**src/rtl/axil_array_arbiter.sv**
```systemverilog
// axil_array_arbiter: round-robin sharing of one synchronous array port between
// an AXI-lite-style read channel and write channel, with read-data FIFO and write-response counter.
module axil_array_arbiter #(
  parameter int ADDR_W   = 10,
  parameter int DATA_W   = 32,
  parameter int RD_DEPTH = 3,
  parameter int B_MAX    = 4
) (
  input  logic              clk,
  input  logic              nrst,
  input  logic [ADDR_W-1:0] sRA,
  input  logic              sRA_valid,
  output logic              sRA_ready,
  output logic [DATA_W-1:0] sR,
  output logic              sR_valid,
  input  logic              sR_ready,
  input  logic [ADDR_W-1:0] sWA,
  input  logic              sWA_valid,
  output logic              sWA_ready,
  input  logic [DATA_W-1:0] sW,
  input  logic              sW_valid,
  output logic              sW_ready,
  output logic              sB_valid,
  input  logic              sB_ready,
  output logic [ADDR_W-1:0] arr_addr,
  output logic              arr_we,
  output logic [DATA_W-1:0] arr_di,
  input  logic [DATA_W-1:0] arr_do
);
  localparam int CW = $clog2(RD_DEPTH + 1);
  localparam int PW = RD_DEPTH > 1 ? $clog2(RD_DEPTH) : 1;
  localparam int BW = $clog2(B_MAX + 1);
  typedef enum logic {READ, WRITE} side_t;
  side_t             last;
  logic [CW-1:0]     fifo_cnt;
  logic [PW-1:0]     wptr, rptr;
  logic [DATA_W-1:0] fifo [RD_DEPTH];
  logic              rd_pend;
  logic [BW-1:0]     bcnt;
  logic              rd_ok, wr_ok, rd_gnt, wr_gnt, push, pop, b_pop;
  // Credit counts the in-flight read so the FIFO can never overflow on push.
  always_comb begin
    rd_ok  = sRA_valid && (int'(fifo_cnt) + int'(rd_pend) < RD_DEPTH);
    wr_ok  = sWA_valid && sW_valid && (int'(bcnt) < B_MAX);
    rd_gnt = nrst && rd_ok && (!wr_ok || last == WRITE);
    wr_gnt = nrst && wr_ok && !rd_gnt;
  end
  assign sRA_ready = rd_gnt;
  assign sWA_ready = wr_gnt;
  assign sW_ready  = wr_gnt;
  assign arr_we    = wr_gnt;
  assign arr_addr  = wr_gnt ? sWA : sRA;
  assign arr_di    = sW;
  assign push      = rd_pend;
  assign sR        = fifo[rptr];
  assign sR_valid  = fifo_cnt != '0;
  assign sB_valid  = bcnt != '0;
  assign pop       = sR_valid && sR_ready;
  assign b_pop     = sB_valid && sB_ready;
  always_ff @(posedge clk or negedge nrst) begin
    if (!nrst) begin
      fifo_cnt <= '0;
      wptr     <= '0;
      rptr     <= '0;
      rd_pend  <= 1'b0;
      bcnt     <= '0;
      last     <= WRITE;
    end else begin
      rd_pend  <= rd_gnt;
      if (push) wptr <= wptr == PW'(RD_DEPTH - 1) ? '0 : wptr + 1'b1;
      if (pop) rptr <= rptr == PW'(RD_DEPTH - 1) ? '0 : rptr + 1'b1;
      fifo_cnt <= fifo_cnt + CW'(push) - CW'(pop);
      bcnt     <= bcnt + BW'(wr_gnt) - BW'(b_pop);
      if (rd_gnt || wr_gnt) last <= wr_gnt ? WRITE : READ;
    end
  end
  always_ff @(posedge clk) begin
    if (push) fifo[wptr] <= arr_do;
  end
endmodule
```
**config.mk**
```make
export PLATFORM = sky130hd
export DESIGN_NAME = axil_array_arbiter
export DESIGN_NICKNAME = d
export VERILOG_FILES = /design/src/rtl/axil_array_arbiter.sv
export SDC_FILE = /design/constraint.sdc
export NUM_CORES = 1
export LEC_CHECK = 0
export CORE_ASPECT_RATIO = 0.5
export CORE_MARGIN = 4
export CORE_UTILIZATION = 38
export CTS_BUF_LIST = sky130_fd_sc_hd__clkbuf_8
export CTS_CLUSTER_DIAMETER = 80
export DETAILED_ROUTE_END_ITERATION = 10
export GPL_ROUTABILITY_DRIVEN = 0
export PLACE_DENSITY = 0.71
export SETUP_SLACK_MARGIN = 0.05
export SKIP_LAST_GASP = 1
export SYNTH_ARGS = -nofsm -noshare
export SYNTH_HDL_FRONTEND = slang
export SYNTH_SLANG_ARGS = --single-unit
```
**constraint.sdc**
```tcl
create_clock -name clk -period 8.6 [get_ports clk]
set_clock_uncertainty 0.05 [all_clocks]
set_input_delay 1.29 -clock clk [delete_from_list [all_inputs] [get_ports clk]]
set_output_delay 1.29 -clock clk [all_outputs]
set_load 0.005 [all_outputs]
```
==> results of run 1 <==
-- kinds of logic after synthesis --
group           Yosys count
simple gates             45
mux                      42
fa+ha+maj                 7
xor+xnor                  4
buf+inv                  54
compound gates           40
flops                   107
-- cell usage after synthesis (all sizes together) --
cell type  count  area, um2
inv            8      30.03
ha             6      75.07
dfrtp         10      250.2
nor3b          2      15.01
a311oi         1      15.01
mux2          10      112.6
and2           1      6.260
o21ai         33      165.2
xor2           1      8.760
nor2           2      7.510
nor3           2      10.01
nand2         34      127.6
edfxtp        96       2883
xnor2          3      26.28
o21ba          1      10.01
or3            1      7.510
mux2i         32      320.3
a21o           4      30.03
nor2b          1      6.260
o2111a         1      11.26
buf           39      286.5
nand3b         1      20.02
clkbuf         7      26.28
fa             1      20.02
or2            1      6.260
dfstp          1      26.28
-- worst max-delay path, stage by stage --
cell and delay (ns):
clkdlybuf4s50_1 0.80, inv_1 0.13, a311oi_2 0.90, mux2_2 0.42, clkdlybuf4s50_1 0.45
-- through the flow --
step | setup WS [ns] | power (W) | hold slack [ns] | cells | cell area (um2)
final | 3.254 | 0.001511 | 0.4692 | 536 | 5654
after global placement | 3.220 | 0.001272 | 0.4552 | 520 | 5485
after global routing | 2.985 | 0.001620 | 0.5097 | 536 | 5654
after detailed placement | 3.179 | 0.001281 | 0.4593 | 520 | 5485
after floorplan | 5.015 | 0.0009881 | 0.4116 | 299 | 4503
after CTS | 3.179 | 0.001541 | 0.4756 | 536 | 5654
-- worst paths after layout --
path	cells after the start	slack, ns	to	startpoint
max in group asynchronous	1	6.92	rptr[1]$_DFFE_PN0P_	nrst
max reg2reg	8	5.75	bcnt[2]$_DFF_PN0_	fifo_cnt[0]$_DFF_PN0_
min	1	0.47	fifo_cnt[1]$_DFF_PN0_	fifo_cnt[1]$_DFF_PN0_
max	5	3.25	arr_addr[7]	nrst
min reg2reg	1	0.47	fifo_cnt[1]$_DFF_PN0_	fifo_cnt[1]$_DFF_PN0_
min in group asynchronous	1	1.21	bcnt[2]$_DFF_PN0_	nrst
-- area by class of cell --
type | count | area [um2] | share of cell area (%)
tap | 159 | 198.9 | 3.518
multi-input combinational | 138 | 1018 | 18.01
inverter | 8 | 30.03 | 0.5311
timing repair buffer | 108 | 1076 | 19.03
sequential | 107 | 3162 | 55.92
clock buffer | 9 | 123.9 | 2.191
clock inverter | 7 | 45.04 | 0.7966
-- metal layers --
metal	GRT usage [%]	up-vias	wire [um]
li1	-	1192	-
met1	11.70	1138	3084
met2	21.57	72	4114
met3	4.998	27	594
met4	4.758	0	176
met5	0	-	0
-- registers in the layout (all words and copies together), names as in the netlist --
signal	flops
fifo	96
rptr	2
wptr	2
bcnt	3
last	1
fifo_cnt	2
push	1
-- report_power, final --
| part | switching, W | leakage [nW] | internal, W |
|---|---|---|---|
| clock network | 0.000156 | 0.0787 | 0.000103 |
| registers | 0.000109 | 1.00 | 0.000649 |
| logic | 0.000176 | 0.884 | 0.000317 |
| total | 0.000441 | 1.96 | 0.00107 |
==> out/metrics.yaml, run 1 <==
setup_path:
  critPathCaptureType: "primary output"
  crit_arrival_ns: 4.01
  startpoint_type: "input pin"
  path_class: "in -> out"
  cp_max_fo: 14
  crit_required_ns: 7.26
cells_and_area:
  drive_gt1_share_pct: 10.08
  final_cell_mix: "106 x clkdlybuf4s50_1, 96 x edfxtp_1, 34 x nand2_1"
  fill_cells: 979
  nets: 470
  area_delta_synth_final_pct: 25.56
  fin_util_pct: 50.11
  antenna_cells: 0
  mostFrequentLayoutCell: "clkdlybuf4s50_1"
outcome:
  status: "finished clean"
drt:
  via_per_inst: 4.532
  drc_errors: 0
  ant_nets: 0
  first_iter_violations: 87
  first_pass_iters: 4
  drt-total-wl_um: 7969
  routedWlPerCell_um: 14.87
  vias: 2429
die:
  pin_count: 171
  start_util_pct: 39.91
  die_h_um: 84.98
  die_width_um: 162.0
  core_um2: 11280
  fp-row-count: 27
  die_area_um2: 13760
sta:
  slew_headroom_pct: 26.12
  setup-tns-final_ns: 0
  finalMaxSlewViolations: 0
  fmax_mhz: 187.1
  finalHoldViolCount: 0
  rsz0062_at_grt: "false"
  timing.final.crit_share_pct: 62.16
  worst_pin_slew_ns: 1.108
  finalSetupViolCount: 0
  final.min_clock_period_ns: 5.346
pwr:
  leakagePower_nw: 1.962
  vdd_ir_drop_max_v: 0.0001354
  power_density_nw_per_um2: 267.2
global_routing:
  grt_pass1_vias: 2569
  antenna_found_initial: 0
  grt_overflow: 0
  grt_use_total_pct: 11.68
  grt_start_max_net_pins: 68
  grt_first_pass_wirelength_um: 12310
clocking:
  cts_buffers: 9
  clkSinkCount: 107
  cts_setup_buffers: 0
  htree_levels: 3
  cts_buffer_depth: 2
  clk_latency_ns: 0.37
  root_buffer: "clkbuf_8"
  ctsResizeCount: 0
  ctsHoldBuffers: 0
  clkSlewWorstSetupHoldPaths_ns: 0.09
  cts_tree: "done"
yosys:
  synth_cell_types: 28
  synth_top_family_by_area: "multiplexers"
  syn_nets: 397
  ys_seq_area_share_pct: 70.16
  yosysWarnings: 0
  synthSimpleGateAreaFrac_pct: 4.585
  synthMuxAreaShare_pct: 9.614
  synth_fa_ha_area_share_pct: 2.112
  synth_cells: 299
  synth_area_um2: 4503
  synth-xor-area-share_pct: 0.7780
  synth-compound-area-share_pct: 5.140
  ys_ff_latch: 107
  syn_area_per_cell_um2: 15.06
worst_hold_path:
  hold_path.class: "reg -> reg"
placement:
  io_buffers: 106
  dp_hpwl_um: 5216
run:
  maxCapViolCount: 0
Power figures use the tool's default switching activity.
==> inputs of run 2 (changes only) <==
==> constraint.sdc (replaced) <==
create_clock -name clk -period 5.05 [get_ports clk]
set_clock_uncertainty 0.05 [all_clocks]
set_input_delay 0.7575 -clock clk [delete_from_list [all_inputs] [get_ports clk]]
set_output_delay 0.7575 -clock clk [all_outputs]
set_load 0.005 [all_outputs]
==> run 2 against run 1 <==
  * Cell count grew 0.19%
  * Core utilization rose by 0.30 points
  * Total power increased by 74%
  * Largest power group unchanged
==> out/metrics.yaml, run 2 (synthesis results as in run 1) <==
pwr:
  power_frac_seq_pct: 49.0
  comb_power_share_pct: 32.0
  p_sw_w: 0.0007485
  power_density_nw_per_um2: 462.7
  vdd_ir_drop_max_v: 0.0001956
  switching_share_pct: 28.44
  leakagePower_nw: 1.990
  p_int_w: 0.001883
  pwr-share-clk_pct: 19.0
cells_and_area:
  fill_cells: 971
  antenna_cells: 0
  largest_register_ffs: 96
  drive_gt1_share_pct: 10.05
  reg.largest.list: "fifo (96), bcnt (3)"
  ff_latch_area_um2: 3162
  final_cell_mix: "106 x clkdlybuf4s50_1, 96 x edfxtp_1, 34 x nand2_1"
  nets: 471
  mostFrequentLayoutCell: "clkdlybuf4s50_1"
  area_delta_synth_final_pct: 26.31
  multi_input_area_um2: 1018
  top_register: "fifo"
drt:
  first_iter_violations: 73
  drc_errors: 0
  via_per_inst: 4.601
  routedWlPerCell_um: 14.84
  vias: 2471
  drt-total-wl_um: 7971
  ant_nets: 0
  first_pass_iters: 4
setup_path:
  cp_max_fo: 14
  setup.worst_path.start: "nrst"
  crit_end: "arr_addr[2]"
  crit_required_ns: 4.24
  cpPeakStageDelay_ns: 0.80
  crit_arrival_ns: 2.99
  critical_path_buf_inv_count: 4
  startpoint_type: "input pin"
  cp.depth: 6
  cp_cell_sequence: "clkdlybuf4s50_1, inv_1, a311oi_2, buf_4, mux2_2, clkdlybuf4s50_1"
  critPathCaptureType: "primary output"
  rr_endpoint: "bcnt[2]$_DFF_PN0_"
  path_class: "in -> out"
  reg2reg_from: "bcnt[2]$_DFF_PN0_"
  critPathTopFamily: "buffers and inverters"
  reg2reg_depth: 8
  crit_path_frequent_cell: "clkdlybuf4s50_1"
  reg2reg_slack_ns: 2.68
  cpMaxStageDelayCell: "clkdlybuf4s50_1"
sta:
  layout_setup_ws_ns: 1.255
  final.min_clock_period_ns: 3.795
  finalMaxSlewViolations: 0
  timing.final.crit_share_pct: 75.15
  finalHoldViolCount: 0
  setup-tns-final_ns: 0
  worst_pin_slew_ns: 1.047
  slew_headroom_pct: 30.20
  finalSetupViolCount: 0
  rsz0062_at_grt: "false"
  fmax_mhz: 263.5
clocking:
  htree_levels: 3
  ctsHoldBuffers: 0
  cts_buffers: 9
  cts_buffer_depth: 2
  cts_tree: "done"
  ctsResizeCount: 0
  clkSlewWorstSetupHoldPaths_ns: 0.09
  root_buffer: "clkbuf_8"
  cts_setup_buffers: 0
  clk_latency_ns: 0.37
  clkSinkCount: 107
placement:
  place_ws_ns: 1.209
  dp_hpwl_um: 5212
  io_buffers: 106
die:
  die_width_um: 162.0
  die_h_um: 84.98
  die_area_um2: 13760
  fp-row-count: 27
  core_um2: 11280
  start_util_pct: 39.91
  pin_count: 171
outcome:
  status: "finished clean"
worst_hold_path:
  hold_path.class: "reg -> reg"
global_routing:
  grt_pass1_vias: 2594
  grt_overflow: 0
  grt_first_pass_wirelength_um: 12540
  grt_use_total_pct: 11.71
  antenna_found_initial: 0
  grt_start_max_net_pins: 68
run:
  maxCapViolCount: 0
run 2: worst register-to-register path, stage by stage, from the launching register on:
cell     delay [ns]
dfrtp_1        0.42
or3_2          0.50
and2_1         0.17
ha_1           0.26
inv_1          0.03
ha_1           0.18
fa_1           0.37
xor2_1         0.16
xnor2_1        0.12
run 2: power groups by stage:
stage	registers (W)	logic, W	clock network [W]
after floorplan	0.00117	0.000513	0
after global placement	0.00132	0.000854	0
after detailed placement	0.00132	0.000862	0
after CTS	0.00130	0.000867	0.000519
after global routing	0.00132	0.000929	0.000557
final	0.00129	0.000843	0.000500
run 2: cell type report:
cell class,count,area share [%]
repair buffers,109,19.05
clock inverters,6,1.012
well taps,159,3.498
multi-input cells,138,17.91
flip-flops and latches,107,55.59
inverters,8,0.5279
clock buffers,10,2.420
run 2: routing by layer:
metal / GRT usage (%) / share of wire (%) / vias to the layer above
met5: 0 / 0 / -
met4: 4.528 / 2.4 / 0
met3: 4.512 / 6.9 / 28
met2: 21.27 / 52 / 77
met1: 12.45 / 39 / 1173
li1: - / - / 1193
run 2: metrics by stage:
step | cell area, um2 | utilization [%] | total power (W) | std cells | hold slack, ns
5_1_grt | 5688 | 50.41 | 0.002809 | 537 | 0.4988
6_report | 5688 | 50.41 | 0.002632 | 537 | 0.4632
2_1_floorplan | 4503 | - | 0.001683 | 299 | 0.4116
3_5_place_dp | 5493 | 48.68 | 0.002182 | 521 | 0.4602
3_3_place_gp | 5493 | 48.68 | 0.002169 | 521 | 0.4572
4_1_cts | 5688 | 50.41 | 0.002686 | 537 | 0.4728
run 2: how the worst min path moves through the flow:
stage | cells after the start | slack [ns] | startpoint | to
4_1_cts | 1 | 0.47 | bcnt[2]$_DFF_PN0_ | bcnt[2]$_DFF_PN0_
3_5_place_dp | 1 | 0.46 | bcnt[2]$_DFF_PN0_ | bcnt[2]$_DFF_PN0_
5_1_grt | 1 | 0.50 | bcnt[2]$_DFF_PN0_ | bcnt[2]$_DFF_PN0_
2_1_floorplan | 0 | 0.41 | nrst | bcnt[0]$_DFF_PN0_
3_3_place_gp | 1 | 0.46 | bcnt[2]$_DFF_PN0_ | bcnt[2]$_DFF_PN0_
6_report | 1 | 0.46 | bcnt[2]$_DFF_PN0_ | bcnt[2]$_DFF_PN0_
